File: src/rtl/hazard_fwd_unit.sv
// Load-use hazard detection and forwarding-select generation for an in-order pipeline.
// Tracks DEPTH in-flight producers and resolves each ID source to the youngest matching writer.
module hazard_fwd_unit #(
  parameter int unsigned NUM_SRC  = 2,
  parameter int unsigned DEPTH    = 2,
  parameter int unsigned REG_AW   = 5,
  parameter int unsigned LOAD_LAT = 1,
  localparam int unsigned SW      = $clog2(DEPTH + 1)
) (
  input  logic                      clk,
  input  logic                      rst_n,
  input  logic                      id_valid,
  input  logic                      id_wr,
  input  logic                      id_load,
  input  logic [REG_AW-1:0]         id_rd,
  input  logic [NUM_SRC*REG_AW-1:0] id_rs,
  input  logic [NUM_SRC-1:0]        id_rs_used,
  input  logic                      flush,
  output logic                      stall,
  output logic [NUM_SRC*SW-1:0]     fwd_sel,
  output logic [15:0]               stall_cnt
);

  logic [DEPTH-1:0]             valid_q, valid_d;
  logic [DEPTH-1:0]             wr_q, wr_d;
  logic [DEPTH-1:0]             load_q, load_d;
  logic [DEPTH-1:0][REG_AW-1:0] rd_q, rd_d;
  logic [15:0]                  stall_cnt_q, stall_cnt_d;
  logic [NUM_SRC-1:0]           hazard;

  logic [REG_AW-1:0] rs;
  logic              hit;
  logic              hit_load;
  int                win;

  // Scan oldest to youngest so the lowest matching slot index is the one kept.
  always_comb begin : match_resolve
    hazard   = '0;
    fwd_sel  = '0;
    rs       = '0;
    hit      = 1'b0;
    hit_load = 1'b0;
    win      = 0;
    for (int s = 0; s < int'(NUM_SRC); s++) begin
      rs       = id_rs[s*REG_AW +: REG_AW];
      hit      = 1'b0;
      hit_load = 1'b0;
      win      = 0;
      for (int i = int'(DEPTH) - 1; i >= 0; i--) begin
        if (id_rs_used[s] && (rs != '0) && valid_q[i] && wr_q[i] && (rd_q[i] == rs)) begin
          hit      = 1'b1;
          hit_load = load_q[i];
          win      = i;
        end
      end
      hazard[s] = hit && hit_load && (win < int'(LOAD_LAT));
      if (hit && !hazard[s]) begin
        fwd_sel[s*SW +: SW] = SW'(win + 1);
      end
    end
  end

  assign stall     = id_valid & ~flush & (|hazard);
  assign stall_cnt = stall_cnt_q;

  // Producer tracking shifts every cycle; stalled or flushed ID injects a bubble.
  always_comb begin : slot_shift
    valid_d = '0;
    wr_d    = '0;
    load_d  = '0;
    rd_d    = '0;
    for (int i = 1; i < int'(DEPTH); i++) begin
      valid_d[i] = valid_q[i-1];
      wr_d[i]    = wr_q[i-1];
      load_d[i]  = load_q[i-1];
      rd_d[i]    = rd_q[i-1];
    end
    valid_d[0] = id_valid & ~stall & ~flush;
    wr_d[0]    = id_wr;
    load_d[0]  = id_load;
    rd_d[0]    = id_rd;
    stall_cnt_d = (stall && (stall_cnt_q != 16'hFFFF)) ? stall_cnt_q + 16'd1 : stall_cnt_q;
  end

  always_ff @(posedge clk or negedge rst_n) begin
    if (!rst_n) begin
      valid_q     <= '0;
      wr_q        <= '0;
      load_q      <= '0;
      rd_q        <= '0;
      stall_cnt_q <= '0;
    end else begin
      valid_q     <= valid_d;
      wr_q        <= wr_d;
      load_q      <= load_d;
      rd_q        <= rd_d;
      stall_cnt_q <= stall_cnt_d;
    end
  end

endmodule

File: config.mk
export PLATFORM = sky130hd
export DESIGN_NAME = hazard_fwd_unit
export DESIGN_NICKNAME = d
export VERILOG_FILES = /design/src/rtl/hazard_fwd_unit.sv
export SDC_FILE = /design/constraint.sdc
export NUM_CORES = 1
export LEC_CHECK = 0
export ABC_AREA = 1
export BUFFER_PORTS_ARGS = -buffer_cell sky130_fd_sc_hd__buf_2
export CAP_MARGIN = 20
export CORE_MARGIN = 8
export CORE_UTILIZATION = 35
export CTS_CLUSTER_DIAMETER = 100
export DETAILED_ROUTE_END_ITERATION = 10
export GPL_TIMING_DRIVEN = 0
export HOLD_SLACK_MARGIN = 0.06
export PLACE_DENSITY = 0.59
export SYNTH_ARGS = -nofsm -noshare
export SYNTH_HDL_FRONTEND = slang
export SYNTH_SLANG_ARGS = --single-unit
File: constraint.sdc
create_clock -name clk -period 1.7 [get_ports clk]
set_input_delay 0 -clock clk [delete_from_list [all_inputs] [get_ports clk]]
set_output_delay 0 -clock clk [all_outputs]
set_load 0.01 [all_outputs]
==> results.toml <==
[cells_and_area]
layout-drive-gt1-share = 0.3435
final_util = 0.4786
fin_area_um2 = 2460
nNetsFinal = 317
fillers = 538
n_antenna_cell = 0
syn_to_final_growth_pct = 32.03

[floorplanning]
core_um2 = 5140
num_rows = 26
initial_core_util = 0.3625
die_area_um2 = 7914
die_y_um = 88.96
io_pins = 44
die_w_um = 88.96

[synthesis]
syn_nets = 250
synth_top_cell_by_area = "dfrtp_1"
ys_ff_latch = 31
yosys-top-cells-area = "dfrtp_1 (42%), nand2_1 (12%), xor2_1 (8.5%)"
synth_most_common_cell = "nand2_1"
ys_top_cells_by_count = "nand2_1 (58), dfrtp_1 (31), inv_1 (26), nand2_2 (20), xor2_1 (18)"
synth_top_area_share = 0.4164
syn_area_per_cell_um2 = 8.244
synth_cells = 226
yosysWarningCount = 0
yosysSeqAreaShare = 0.4164
synthFlopType = "dfrtp_1"
yosysUniqueCellTypes = 28
synth_area_um2 = 1863
synthArstFlopShare = 1.000
synth_edf_count = 0

[drt]
routed_wirelength_um = 4354
avgRoutedWirePerCell_um = 11.96
dr.max_layer_used = "met4"
avgViaCountPerCell = 4.365
drt-met1-wl_um = 1985
drc_errors = 0
ant_nets = 0
via_count = 1589
dr.pass1.iters = 4
route.met3.wl_um = 315
routed-wl-met2_um = 2019
drt_iter0_drc = 32

[worst_setup_path]
cp_top_family = "simple AND/OR/NAND/NOR gates"
cp.arrival_ns = 1.75
reg2regPathDepth = 8
cp-end-kind = "register"
slowest_stage = "dfrtp_1"
cpPeakStageDelay_ns = 0.42
cpMostUsedCell = "nand3_2"
critPathMaxFanout = 10
cp_cell_sequence = "ha_1 -> nand3_2 -> inv_1 -> nand3_2 -> nand4_4 -> buf_8 -> nand2_1 -> nand2_2"
path_buf_inv = 2
start_kind = "register"
critPathRequiredTime_ns = 1.87
crit_type = "register to register"
cp.depth = 8

[power]
total_power_mw = 1.671
p_leak_nw = 1.350
powerDensity_nw_per_um2 = 679.4
vdd_drop_max_uv = 356.0

[sta]
slew-limit-headroom = 0.5329
rsz0062_at_grt = "yes"
finalSetupViolations = 0
fin_tns_setup_ns = 0
max_freq_mhz = 631.6
finClkSkew_ns = 0.01007
hold_ws_ns = 0.3038
period_share = 0.9313
finalHoldViolations = 0
drv_slew = 0
period_minus_slack_ns = 1.583
tightestPinTransition_ns = 0.7007

[clocking]
cts_buffer_depth = 2
cts.sinks = 31
root_buffer = "clkbuf_8"
clk_pin_slew_ns = 0.07
clk_latency_ns = 0.28
htreeDepth = 2
cts_tree = "yes"
numCtsBuffers = 5

[place]
dp_hpwl_um = 3284
placed_area_um2 = 2166
portBuffers = 43
gp_congestion = 0.8074

[global_route]
antenna_found_initial = 0
grt-ovfl-total = 0
grt_pass1_wl_um = 7376
grtUsageTotal = 0.1201
grt_pass1_vias = 1652
grt_max_degree = 32

[status]
outcome = "complete, no violations"

[hold_path]
hp-class = "input port to async pin"

[run]
cap_viol_max_count = 0
==> per-stage QoR <==
stage	std cells	setup slack, ns
2_1_floorplan	226	0.1345
3_3_place_gp	339	-0.05037
3_5_place_dp	339	-0.04338
4_1_cts	359	0.005015
5_1_grt	364	-0.004175
6_report	364	0.1168
==> timing repair <==
item	CTS	global route
endpoints found under the hold margin	39	0
hold buffers	10	0
gates resized for setup	1	5
endpoints found under the setup margin	10	12
buffers inserted	2	5
pin swaps	1	1
==> registers in the layout, summed over array words and instances (netlist names) <==
name and count:
stall_cnt 16, rd_d 5, rd_q 5, valid_q 2, wr_q 2, load_q 1
==> cells by family after synthesis <==
logic type,count (synthesis),synth area share
AO/OA/AOI/OAI,3,0.008057
XOR/XNOR,25,0.1175
adder cells (fa/ha/maj),1,0.006715
buffers and inverters,35,0.08126
flip-flops,31,0.4164
AND/OR/NAND/NOR,131,0.3701
==> layout by cell type (no fill, tap or decap), types with 2 or more instances in the layout <==
| cell | n |
|---|---|
| dfrtp_1 | 31 |
| inv_2 | 7 |
| nand4_1 | 4 |
| nand2_2 | 20 |
| buf_2 | 43 |
| xnor2_1 | 7 |
| xor2_1 | 18 |
| nor3_2 | 2 |
| buf_4 | 7 |
| nor2_1 | 16 |
| clkbuf_8 | 6 |
| inv_1 | 25 |
| a21oi_1 | 2 |
| nor3_1 | 5 |
| dlygate4sd3_1 | 10 |
| nor4_1 | 2 |
| nand3_2 | 5 |
| nand2_1 | 58 |
| nand3_1 | 10 |
==> routing by layer <==
metal	vias to the layer above	track usage
met5	-	0
li1	829	-
met1	721	0.1433
met4	0	0.03474
met2	35	0.1974
met3	4	0.04320
==> area by class of cell <==
| class | instances | area, um^2 | share of cell area |
|---|---|---|---|
| multi-input combinational | 160 | 952.2 | 0.3871 |
| sequential | 31 | 775.7 | 0.3154 |
| timing repair buffer | 60 | 367.9 | 0.1495 |
| inverter | 33 | 123.9 | 0.05036 |
| tap | 70 | 87.58 | 0.03561 |
| clock buffer | 6 | 82.58 | 0.03357 |
| clock inverter | 2 | 35.03 | 0.01424 |
| buffer | 2 | 35.03 | 0.01424 |
==> power by group <==
part,internal [mW],switching (mW),total (mW)
Sequential,0.757,0.0171,0.774
Combinational,0.0634,0.0753,0.139
Clock,0.474,0.284,0.759
Total,1.29,0.377,1.67
==> path summary, 6_finish.rpt <==
path,from,to,slack [ns]
worst max-delay path,stall_cnt[0]$_DFFE_PN0P_,stall_cnt[11]$_DFFE_PN0P_,0.12
worst min-delay path,rst_n,stall_cnt[6]$_DFFE_PN0P_,0.30
worst max register to register,stall_cnt[0]$_DFFE_PN0P_,stall_cnt[11]$_DFFE_PN0P_,0.12
worst min register to register,rd_d[8]$_DFF_PN0_,rd_q[8]$_DFF_PN0_,0.38
max in group asynchronous,rst_n,rd_d[6]$_DFF_PN0_,0.94
min in group clk,id_rs_used[1],valid_q[0]$_DFF_PN0_,0.33
Note: power is estimated with default switching activity, not from simulation.
